File: config.mk
export PLATFORM = sky130hd
export DESIGN_NAME = imem_boot_loader_flat
export DESIGN_NICKNAME = d
export VERILOG_FILES = /design/src/rtl/mips16_boot_pkg.sv /design/src/rtl/imem_boot_loader_if.sv /design/src/rtl/boot_idle_timer.sv /design/src/rtl/imem_boot_loader.sv /design/src/flat_wrapper.sv
export SDC_FILE = /design/constraint.sdc
export NUM_CORES = 1
export LEC_CHECK = 0
export CAP_MARGIN = 20
export CORE_MARGIN = 2
export CORE_UTILIZATION = 30
export CTS_CLUSTER_SIZE = 10
export DETAILED_ROUTE_END_ITERATION = 10
export GPL_TIMING_DRIVEN = 0
export PLACE_DENSITY = 0.46
export SYNTH_ARGS = -nofsm -noshare
export SYNTH_HDL_FRONTEND = slang
export SYNTH_HIERARCHICAL = 1
export SYNTH_SLANG_ARGS = --single-unit
File: constraint.sdc
create_clock -name clk -period 3.3 [get_ports clk]
set_clock_uncertainty 0.2 [all_clocks]
set_input_delay 0.66 -clock clk [delete_from_list [all_inputs] [get_ports clk]]
set_output_delay 0.66 -clock clk [all_outputs]
set_load 0.02 [all_outputs]
File: src/rtl/mips16_boot_pkg.sv
// Shared types and constants for the mips_16bit instruction-memory boot loader.
// Holds the loader state encoding, bus widths and the default idle timeout.
package mips16_boot_pkg;

    localparam int BYTE_W          = 8;
    localparam int INSTR_W         = 16;
    localparam int DEFAULT_TIMEOUT = 1000;

    typedef enum logic [2:0] {
        LEN_HI,
        LEN_LO,
        DATA_HI,
        DATA_LO,
        CSUM,
        DONE,
        ERROR
    } boot_state_t;

    // States in which the loader is willing to take a byte from the stream.
    function automatic logic rx_open(input boot_state_t s);
        return (s == LEN_HI) || (s == LEN_LO) || (s == DATA_HI) ||
               (s == DATA_LO) || (s == CSUM);
    endfunction

    // States in which the idle watchdog runs; a load has not started in LEN_HI.
    function automatic logic timed_state(input boot_state_t s);
        return (s == LEN_LO) || (s == DATA_HI) || (s == DATA_LO) || (s == CSUM);
    endfunction

endpackage

File: src/rtl/imem_boot_loader_if.sv
// Byte-stream input and instruction-memory write port of the boot loader.
// slave is the loader's view; master is the feeder/memory side.
interface imem_boot_loader_if
    import mips16_boot_pkg::*;
#(
    parameter int ADDR_W = 8
);
    logic                rx_valid;
    logic [BYTE_W-1:0]   rx_data;
    logic                rx_ready;
    logic                imem_we;
    logic [ADDR_W-1:0]   imem_addr;
    logic [INSTR_W-1:0]  imem_wdata;

    modport master (
        output rx_valid, rx_data,
        input  rx_ready, imem_we, imem_addr, imem_wdata
    );

    modport slave (
        input  rx_valid, rx_data,
        output rx_ready, imem_we, imem_addr, imem_wdata
    );

endinterface

File: src/rtl/boot_idle_timer.sv
// Idle watchdog: counts enabled cycles since the last clear, flags TIMEOUT-1.
// One-cycle clear latency; the count holds at the terminal value until cleared.
module boot_idle_timer
    import mips16_boot_pkg::*;
#(
    parameter int TIMEOUT = DEFAULT_TIMEOUT
) (
    input  logic clk,
    input  logic reset,
    input  logic clr,
    input  logic en,
    output logic tc
);
    localparam int CNT_W = $clog2(TIMEOUT + 1);

    logic [CNT_W-1:0] count;

    assign tc = (count == CNT_W'(TIMEOUT - 1));

    always_ff @(posedge clk) begin
        if (reset || clr) begin
            count <= '0;
        end else if (en && !tc) begin
            count <= count + CNT_W'(1);
        end
    end

endmodule

File: src/rtl/imem_boot_loader.sv
// Assembles a length/words/XOR-checksum byte stream into imem writes; one write a cycle after each low byte.
// Takes a byte every cycle while loading; holds rx_ready low and the CPU in reset on error.
module imem_boot_loader
    import mips16_boot_pkg::*;
#(
    parameter int ADDR_W  = 8,
    parameter int TIMEOUT = DEFAULT_TIMEOUT
) (
    input  logic                 clk,
    input  logic                 reset,
    imem_boot_loader_if.slave    bus,
    output logic                 cpu_reset,
    output logic                 load_done,
    output logic                 load_error,
    output logic [ADDR_W:0]      words_loaded
);
    localparam logic [16:0] DEPTH = 17'(1) << ADDR_W;

    boot_state_t          state;
    boot_state_t          state_next;

    logic                 rx_ready_q;
    logic                 imem_we_q;
    logic [ADDR_W-1:0]    imem_addr_q;
    logic [INSTR_W-1:0]   imem_wdata_q;

    logic [BYTE_W-1:0]    len_hi;
    logic [15:0]          len;
    logic [BYTE_W-1:0]    word_hi;
    logic [BYTE_W-1:0]    csum;

    logic                 accept;
    logic                 timed;
    logic                 idle_tc;
    logic                 last_word;
    logic [15:0]          len_full;
    logic [ADDR_W:0]      wl_inc;

    assign bus.rx_ready   = rx_ready_q;
    assign bus.imem_we    = imem_we_q;
    assign bus.imem_addr  = imem_addr_q;
    assign bus.imem_wdata = imem_wdata_q;

    assign accept    = bus.rx_valid && rx_ready_q;
    assign timed     = timed_state(state);
    assign len_full  = {len_hi, bus.rx_data};
    assign wl_inc    = words_loaded + (ADDR_W + 1)'(1);
    assign last_word = (17'(wl_inc) == {1'b0, len});

    boot_idle_timer #(
        .TIMEOUT (TIMEOUT)
    ) u_idle_timer (
        .clk   (clk),
        .reset (reset),
        .clr   (accept || !timed),
        .en    (timed),
        .tc    (idle_tc)
    );

    always_ff @(posedge clk) begin
        if (reset) begin
            state <= LEN_HI;
        end else begin
            state <= state_next;
        end
    end

    always_comb begin
        state_next = state;
        case (state)
            LEN_HI: begin
                if (accept) state_next = LEN_LO;
            end
            LEN_LO: begin
                if (accept) begin
                    if ({1'b0, len_full} > DEPTH) begin
                        state_next = ERROR;
                    end else if (len_full == '0) begin
                        state_next = CSUM;
                    end else begin
                        state_next = DATA_HI;
                    end
                end
            end
            DATA_HI: begin
                if (accept) state_next = DATA_LO;
            end
            DATA_LO: begin
                if (accept) state_next = last_word ? CSUM : DATA_HI;
            end
            CSUM: begin
                if (accept) state_next = (bus.rx_data == csum) ? DONE : ERROR;
            end
            DONE, ERROR: begin
                state_next = state;
            end
            default: begin
                state_next = ERROR;
            end
        endcase
        // A byte landing on the terminal idle cycle still counts as progress.
        if (timed && idle_tc && !accept) begin
            state_next = ERROR;
        end
    end

    always_ff @(posedge clk) begin
        if (reset) begin
            rx_ready_q   <= 1'b0;
            imem_we_q    <= 1'b0;
            imem_addr_q  <= '0;
            imem_wdata_q <= '0;
            cpu_reset    <= 1'b1;
            load_done    <= 1'b0;
            load_error   <= 1'b0;
            words_loaded <= '0;
            len_hi       <= '0;
            len          <= '0;
            word_hi      <= '0;
            csum         <= '0;
        end else begin
            rx_ready_q <= rx_open(state_next);
            imem_we_q  <= 1'b0;
            cpu_reset  <= (state != DONE);
            load_done  <= (state == DONE);
            load_error <= (state == ERROR);
            if (accept) begin
                csum <= csum ^ bus.rx_data;
                case (state)
                    LEN_HI:  len_hi  <= bus.rx_data;
                    LEN_LO:  len     <= len_full;
                    DATA_HI: word_hi <= bus.rx_data;
                    DATA_LO: begin
                        imem_we_q    <= 1'b1;
                        imem_addr_q  <= words_loaded[ADDR_W-1:0];
                        imem_wdata_q <= {word_hi, bus.rx_data};
                        words_loaded <= wl_inc;
                    end
                    default: ;
                endcase
            end
        end
    end

endmodule

File: src/flat_wrapper.sv
// flat-port wrapper written by rule: the top's interface ports become plain ports
module imem_boot_loader_flat import mips16_boot_pkg::*;
#(
    parameter int ADDR_W  = 8,
    parameter int TIMEOUT = DEFAULT_TIMEOUT
)
  (clk, reset, cpu_reset, load_done, load_error, words_loaded, bus_rx_valid, bus_rx_data, bus_rx_ready, bus_imem_we, bus_imem_addr, bus_imem_wdata);
  imem_boot_loader_if #(.ADDR_W(ADDR_W)) bus_i ();
  input  logic clk;
  input  logic reset;
  output logic cpu_reset;
  output logic load_done;
  output logic load_error;
  output logic [ADDR_W:0] words_loaded;
  input wire logic [$bits(bus_i.rx_valid)-1:0] bus_rx_valid;
  input wire logic [$bits(bus_i.rx_data)-1:0] bus_rx_data;
  output wire logic [$bits(bus_i.rx_ready)-1:0] bus_rx_ready;
  output wire logic [$bits(bus_i.imem_we)-1:0] bus_imem_we;
  output wire logic [$bits(bus_i.imem_addr)-1:0] bus_imem_addr;
  output wire logic [$bits(bus_i.imem_wdata)-1:0] bus_imem_wdata;
  assign bus_i.rx_valid = bus_rx_valid;
  assign bus_i.rx_data = bus_rx_data;
  assign bus_rx_ready = bus_i.rx_ready;
  assign bus_imem_we = bus_i.imem_we;
  assign bus_imem_addr = bus_i.imem_addr;
  assign bus_imem_wdata = bus_i.imem_wdata;
  imem_boot_loader #(.ADDR_W(ADDR_W), .TIMEOUT(TIMEOUT)) u_core (.clk(clk), .reset(reset), .bus(bus_i), .cpu_reset(cpu_reset), .load_done(load_done), .load_error(load_error), .words_loaded(words_loaded));
endmodule
Yosys cells after proc, flatten, opt, wreduce, memory -nomap -nowiden
Index checks and enable logic that the tools add are counted.
{"block": "totals", "elab_cells": 70, "output_inout_bits": 38, "regBits": 91, "inputBits": 11}
{"block": "classes", "reduce_logical": 25, "n_addsub": 2, "bitwise_logic": 2, "mux": 12, "order_cmp": 1, "n_eq_ne": 14}
{"operator": "$mux 3", "n": 9}
{"operator": "$pmux 3 s6", "n": 1}
{"operator": "$eq 9x16->1", "n": 1}
{"operator": "$gt 16x9->1 const B", "n": 1}
{"operator": "$logic_not 16->1", "n": 1}
{"operator": "$eq 3x2->1 const B", "n": 4}
{"operator": "$eq 3x3->1 const B", "n": 4}
{"operator": "$add 10x1->10 const B", "n": 1}
{"operator": "$eq 10x10->1 const B", "n": 1}
{"operator": "$add 9x1->9 const B", "n": 1}
{"operator": "$logic_or 1x1->1", "n": 9}
{"operator": "$eq 8x8->1", "n": 1}
{"operator": "$reduce_and 2->1", "n": 4}
{"operator": "$xor 8x8->8", "n": 1}
{"operator": "$eq 3x1->1 const B", "n": 2}
{"operator": "$logic_not 3->1", "n": 2}
{"operator": "$logic_and 1x1->1", "n": 4}
{"operator": "$reduce_or 2->1", "n": 2}
{"operator": "$logic_not 1->1", "n": 3}
{"operator": "$ne 3x3->1 const B", "n": 1}
{"operator": "$mux 2", "n": 1}
{"operator": "$mux 1", "n": 1}
{"operator": "$not 1->1", "n": 1}

Depth between registers and ports, before layout
Gate-level depths: netlist of run 1.
{"block": "logic_depth", "ltp_word": 12, "depth_mapped": 9, "mapped_depth_nobuf": 8}

Hierarchy
The synthesis of run 1 kept the hierarchy.
{"module": "imem_boot_loader", "n_inst": 1, "seq_area_each_um2": 1621.6, "cells_per_inst": 421, "area_each_um2": 3434.5}
{"module": "boot_idle_timer", "n_inst": 1, "seq_area_each_um2": 200.2, "cells_per_inst": 64, "area_each_um2": 555.5}

Worst setup path before layout of run 1
No wires, ideal clock.
{"block": "synth_timing", "path_type": "flip-flop to flip-flop", "from": "reg u_core.state[0]", "to": "reg u_core.u_idle_timer.count[3]", "required_time_ns": 3.031, "arrival_ns": 2.020, "path_slack_ns": 1.011, "synth_period_minus_slack_ns": 2.289, "path_stages_with_launch": 10, "path_buffers": 3, "setup_time_ns": 0.069, "path_cell_list": "dfxtp_1 -> buf_2 -> nor2_1 -> clkbuf_1 -> xnor2_1 -> nand2_1 -> or2_2 -> clkbuf_1 -> or3_1 -> o21ai_1"}
{"block": "synth_between", "elab_chain_cells": 7, "word_cells_on_any_way": 11, "classes_between": "eq/ne: 4; reduce/logical: 7"}
{"element": "start: declaration", "line": "imem_boot_loader.sv:19", "text": "boot_state_t state;"}
{"element": "start signal: assignment", "line": "imem_boot_loader.sv:64", "text": "state <= state_next;"}
{"element": "$eq 3x1->1 or $eq 3x2->1 (tied branches)", "line": "mips16_boot_pkg.sv:27", "text": "return (s == LEN_LO) || (s == DATA_HI) || (s == DATA_LO) || (s == CSUM);"}
{"element": "$logic_or 1x1->1 (2 in series)", "line": "mips16_boot_pkg.sv:27"}
{"element": "$logic_or 1x1->1 *", "line": "mips16_boot_pkg.sv:27"}
{"element": "via u_core.timed", "line": "imem_boot_loader.sv:33", "text": "logic timed;"}
{"element": "$logic_not 1->1", "line": "imem_boot_loader.sv:55", "text": ".clr (accept || !timed),"}
{"element": "$logic_or 1x1->1", "line": "imem_boot_loader.sv:55"}
{"element": "$logic_or 1x1->1", "line": "boot_idle_timer.sv:21", "text": "if (reset || clr) begin"}
{"element": "end signal: assignment", "line": "boot_idle_timer.sv:24", "text": "count <= count + CNT_W'(1);"}
{"element": "end: declaration", "line": "boot_idle_timer.sv:16", "text": "logic [CNT_W-1:0] count;"}
The timed path passes the listed nets; every way through them passes the cells marked *.
A chain may end at the register's enable or synchronous reset.

Worst setup path after layout of run 1
{"block": "layout_timing", "from": "in bus_rx_valid", "to": "reg u_core.imem_addr_q[4], in the netlist u_core/bus.imem_addr[4]"}
{"block": "layout_between", "elab_chain_cells": 2}
{"element": "start: declaration", "line": "flat_wrapper.sv:15", "text": "input wire logic [$bits(bus_i.rx_valid)-1:0] bus_rx_valid;"}
{"element": "$logic_and 1x1->1", "line": "imem_boot_loader.sv:44", "text": "assign accept = bus.rx_valid && rx_ready_q;"}
{"element": "$reduce_and 2->1 (no source line)"}
{"element": "end signal: assignment", "line": "imem_boot_loader.sv:135", "text": "imem_addr_q <= words_loaded[ADDR_W-1:0];"}
{"element": "end: declaration", "line": "imem_boot_loader.sv:24", "text": "logic [ADDR_W-1:0] imem_addr_q;"}
No other way between the ends.

==> flow_metrics.tcl, run 1 <==
set metrics [dict create \
    p_total_mw 2.41 \
    grt_setup_unrepaired "false" \
    drive_above_1_share_pct 7.95 \
    yosysSeqAreaShare_pct 45.7 \
    critPathCaptureType "flop" \
    min_from "u_core/bus.imem_addr[0]" \
    hold_slack_ps 253 \
    path_class "input port to flop" \
    syn-instance-count 485 \
    slew_violations 0 \
    num_rows 42 \
    outcome "finished, final reports clean" \
    maxCapViolCount 0 \
    drt-initial-drc-count 228 \
    grt_pass1_vias 3272 \
    syn_avg_cell_area_um2 8.23 \
    nNetsFinal 549 \
    final_area_mm2 0.00490 \
    final_common_cell "nand2_1" \
    synth_nets 498 \
    fin_crit_ps 2760 \
    grt_usage_pct 15.9 \
    place_ws_ps 150 \
    crit_top_cell "nand2_1" \
    initial_core_util_pct 30.4 \
    fill_cells 1410 \
    worstPathRequired_ps 3310 \
    crit_arrival_ps 2780 \
    cts-buffers-inserted 9 \
    worstReg2RegStart "u_core/state[0]" \
    multi_input_area_mm2 0.00200 \
    tns_ps 0 \
    syn_to_final_growth_pct 22.7 \
    dieArea_mm2 0.0142 \
    clock_path_buffers 2 \
    fp.dieW_um 119 \
    gr-total-overflow 0 \
    cts_num_sinks 91 \
    crit_path_cell_trace "clkdlybuf4s50_1, nand2_1, nor2_2, nand3_1, clkbuf_1, nand2_1, a21oi_1" \
    post_cts_resized 0 \
    synth_edf_count 0 \
    cts_root_buffer "clkbuf_16" \
    antenna_found_initial 0 \
    syn_area_mm2 0.00399 \
    maxSlewHeadroom_pct 54.5 \
    startpoint_type "input port" \
    via_per_inst 4.86 \
    p_leak_nw 1.61 \
    period_share_pct 83.8 \
    drt-pass1-iter-count 4 \
    cts_tree "done" \
    tightestPinTransition_ps 683 \
    final_cell_mix "113 x nand2_1, 91 x dfxtp_1, 56 x a21oi_1, 40 x clkdlybuf4s50_1, 30 x nor2_1" \
    yosysUniqueCellTypes 55 \
    crit_start "bus_rx_valid" \
    via_count 3485 \
    cpPeakStageDelay_ps 480 \
    worstSkewPairLatency_ps 350 \
    pin_count 49 \
    htreeDepth 3 \
    ys_ff_latch 91 \
    die_y_um 119 \
    gp_congestion 0.813 \
    wire_per_inst_um 15.1 \
    cts.clk_slew.worst_paths_ps 70 \
    max-vdd-ir-drop_v 0.000226 \
    dp_hpwl_mm 7.54 \
    drc_errors 0 \
    cpMaxStageDelayCell "clkdlybuf4s50_1" \
    diodes 0 \
    finalHoldViolCount 0 \
    ys_warn_count 6 \
    setup_violations 0 \
    cp_max_fo 10 \
    seqCellArea_mm2 0.00182 \
    io_buffers 40 \
    post_cts_buffers 0 \
    powerDensity_mw_per_mm2 492 \
    fin_ws_ps 535 \
    fmax_ghz 0.362 \
    ant_nets 0 \
    ctsHoldBuffers 0 \
    grt_max_degree 18 \
    placed_cell_area_mm2 0.00461 \
    grt_pass1_wl_mm 17.5 \
    hp-class "flop to flop" \
    finalWirelength_mm 10.8 \
    synthFlopType "dfxtp_1" \
    synthArstFlopShare_pct 0 \
    core_mm2 0.0131 \
]
[stage by stage]
stage / cells / util (%)
floorplan: 485 / -
global placement: 701 / 35.1
detailed placement: 701 / 35.1
CTS: 717 / 37.3
global route: 717 / 37.3
finish: 717 / 37.3
[layer usage]
layer | part of all wire [%] | track usage [%] | vias up
met5 | 0 | 0 | -
met3 | 4.4 | 3.83 | 13
met2 | 44 | 24.4 | 75
met4 | 1.7 | 5.22 | 0
met1 | 50 | 21.9 | 1639
li1 | - | - | 1758
[worst max-delay path: cells and delay by family]
family          cells  cell delay, ps
compound gates      1              70
simple gates        4            1190
buf+inv             2             840
[final cells by class]
| type | instances | area share (%) |
|---|---|---|
| clock inverters | 6 | 1.18 |
| multi-input cells | 353 | 40.9 |
| clock buffers | 10 | 4.68 |
| plain buffers | 35 | 2.89 |
| repair buffers | 40 | 8.18 |
| inverters | 6 | 0.460 |
| flip-flops and latches | 91 | 37.2 |
| well taps | 176 | 4.50 |
[state kept, by name (all words and copies together) (netlist names), 3 cells and up]
signal                     flops
u_core/bus.imem_addr           8
u_core/state                   3
u_core/bus.imem_wdata         16
u_core/word_hi                 8
u_core/csum                    8
u_core/len                    16
u_core/len_hi                  8
u_core/u_idle_timer/count     10
u_core/words_loaded            9
[where the power goes]
part	total, mW	internal, mW	switching [mW]
registers	1.16	1.13	0.0253
clock network	1.01	0.530	0.480
logic	0.245	0.0847	0.160
[path summary, 6_finish.rpt]
kind                                  end  slack [ps]  cells past startpoint
min reg2reg       u_core/bus.imem_addr[0]         250                      2
min               u_core/bus.imem_addr[0]         250                      2
max               u_core/bus.imem_addr[4]         540                      7
max reg2reg  u_core/u_idle_timer/count[3]         660                      9
[Yosys cell counts (3+ instances only)]
master	instances	share of area, %
nand2_1	113	11
dfxtp_1	91	46
a21oi_1	56	7.0
nor2_1	30	2.8
clkbuf_1	27	2.5
nand3_1	19	2.4
xor2_1	19	4.2
xnor2_1	18	4.0
nand4_1	11	1.7
buf_2	8	1.0
mux2i_1	8	2.0
o21ai_0	7	0.88
inv_1	6	0.56
nor3_1	5	0.63
o31ai_1	5	0.94
nor4_1	4	0.63
or4_1	4	0.75
and3_1	3	0.47
nand3_2	3	0.75
[logic make-up (layout without fill, tap and decap cells)]
logic type / count (synthesis) / in the layout / synth area share [%]
and+or+nand+nor: 221 / 221 / 26.8
AOI/OAI and AO/OA: 85 / 85 / 12.7
muxes: 8 / 8 / 2.01
adders and majority gates: 2 / 2 / 0.627
buffers and inverters: 41 / 97 / 4.11
xor gates and xnor gates: 37 / 37 / 8.12
DFF: 91 / 91 / 45.7
No activity file was read; power rests on OpenSTA's default activity.
==> run 2, diff against run 1 <==
--- a/config.mk
+++ b/config.mk
@@ -11,7 +11,7 @@
 export CTS_CLUSTER_SIZE = 10
 export DETAILED_ROUTE_END_ITERATION = 10
 export GPL_TIMING_DRIVEN = 0
-export PLACE_DENSITY = 0.46
+export PLACE_DENSITY = 0.48
 export SYNTH_ARGS = -nofsm -noshare
 export SYNTH_HDL_FRONTEND = slang
 export SYNTH_HIERARCHICAL = 1
==> constraint.sdc (replaced) <==
create_clock -name clk -period 2.4 [get_ports clk]
set_clock_uncertainty 0.2 [all_clocks]
set_input_delay 0.48 -clock clk [delete_from_list [all_inputs] [get_ports clk]]
set_output_delay 0.48 -clock clk [all_outputs]
set_load 0.02 [all_outputs]
==> flow_metrics.tcl, run 2 (synthesis gave the netlist of run 1 again) <==
set metrics [dict create \
    outcome "finished, final reports clean" \
    finalWirelength_mm 10.7 \
    grt_pass1_vias 3377 \
    hp-class "flop to flop" \
    maxCapViolCount 0 \
    period_share_pct 95.8 \
    via_per_inst 4.92 \
    drive_above_1_share_pct 10.0 \
    final_common_cell "nand2_1" \
    grt_pass1_wl_mm 17.5 \
    dieArea_mm2 0.0142 \
    dp_cells 701 \
    gp_congestion 0.804 \
    finalHoldViolCount 0 \
    cp_max_fo 8 \
    initial_core_util_pct 30.4 \
    drt-initial-drc-count 277 \
    path_class "flop to flop" \
    drt-pass1-iter-count 4 \
    multi_input_area_mm2 0.00204 \
    ant_nets 0 \
    cts_root_buffer "clkbuf_16" \
    slew_violations 0 \
    diodes 0 \
    startpoint_type "flop" \
    critPathCaptureType "flop" \
    pin_count 49 \
    num_rows 42 \
    fill_cells 1384 \
    wire_per_inst_um 15.0 \
    cts_num_sinks 91 \
    powerDensity_mw_per_mm2 680 \
    maxSlewHeadroom_pct 53.2 \
    cts-buffers-inserted 9 \
    worstSkewPairLatency_ps 350 \
    crit_arrival_ps 2320 \
    tightestPinTransition_ps 701 \
    reg2reg_depth 7 \
    io_buffers 40 \
    via_count 3522 \
    dp_hpwl_mm 7.44 \
    seqCellArea_mm2 0.00183 \
    fin_cells 716 \
    fp.dieW_um 119 \
    post_cts_buffers 0 \
    antenna_found_initial 0 \
    hold_path_depth 2 \
    max-vdd-ir-drop_v 0.000305 \
    fmax_ghz 0.435 \
    drc_errors 0 \
    die_y_um 119 \
    grt_setup_unrepaired "false" \
    clock_path_buffers 2 \
    hold_slack_ps 247 \
    grt_usage_pct 15.7 \
    htreeDepth 3 \
    final_cell_mix "111 x nand2_1, 89 x dfxtp_1, 56 x a21oi_1, 40 x clkdlybuf4s50_1, 29 x nor2_1" \
    setup_violations 0 \
    fin_crit_ps 2300 \
    nNetsFinal 548 \
    cts.clk_slew.worst_paths_ps 70 \
    p_leak_nw 1.63 \
    ctsHoldBuffers 0 \
    grt_max_degree 20 \
    syn_to_final_growth_pct 24.3 \
    worstPathRequired_ps 2420 \
    core_mm2 0.0131 \
    gr-total-overflow 0 \
    cts_tree "done" \
]
run 2: changes by cell type in the layout (fill, tap and decap cells not counted), sizes merged:
cell	delta
clkinvlp	-2
inv	-1
clkbuf	-3
clkinv	+4
buf	+1
run 2: what timing repair did:
| action | 4_1_cts | 5_1_grt |
|---|---|---|
| resized for setup | 6 | 11 |
| setup endpoints to repair | 32 | 35 |
| hold endpoints to repair | 0 | 0 |
run 2: path summary, 6_finish.rpt:
check	start	slack [ps]	endpoint
worst max-delay path	u_core/words_loaded[0]	100	u_core/bus.rx_ready
worst min-delay path	u_core/word_hi[4]	250	u_core/bus.imem_wdata[12]
worst max register to register	u_core/words_loaded[0]	100	u_core/bus.rx_ready
worst min register to register	u_core/word_hi[4]	250	u_core/bus.imem_wdata[12]
run 2: worst max-delay path: stages, from the launching register on:
cell	delay (ps)
dfxtp_4	410
ha_2	250
nand3_2	130
or3_2	500
a22oi_1	230
nand4_1	210
nor2_2	160
o31ai_1	80
run 2: layer usage:
metal  global-route usage (%)  vias to the layer above  part of all wire, %
li1                         -                     1757                    -
met3                     3.40                       10                  4.2
met1                     21.5                     1678                   50
met4                     5.81                        0                  1.4
met2                     24.2                       77                   45
met5                        0                        -                    0
run 2: area by class of cell:
cell class / count / share of cell area, %
tap: 176 / 4.44
inverter: 6 / 0.454
clock inverter: 7 / 1.64
timing repair buffer: 40 / 8.07
buffer: 34 / 2.90
multi-input combinational: 353 / 41.1
clock buffer: 9 / 4.54
sequential: 91 / 36.8
run 2: per-stage QoR:
step                util, %  total power [mW]  setup TNS [ps]  cell area [µm²]  worst slack (ps)
floorplan                 -              1.86               0             3990               111
global placement       35.1              1.95          -17500             4610              -536
detailed placement     35.1              1.96          -17830             4610              -534
CTS                    37.6              3.42           -35.8             4940             -35.8
global route           37.8              3.52               0             4960              2.01
finish                 37.8              3.37               0             4960               101
run 2: where the power goes:
| group | internal (mW) | leakage (nW) | switching, mW |
|---|---|---|---|
| combinational | 0.123 | 0.741 | 0.226 |
| sequential | 1.55 | 0.737 | 0.0354 |
| clock | 0.742 | 0.150 | 0.694 |
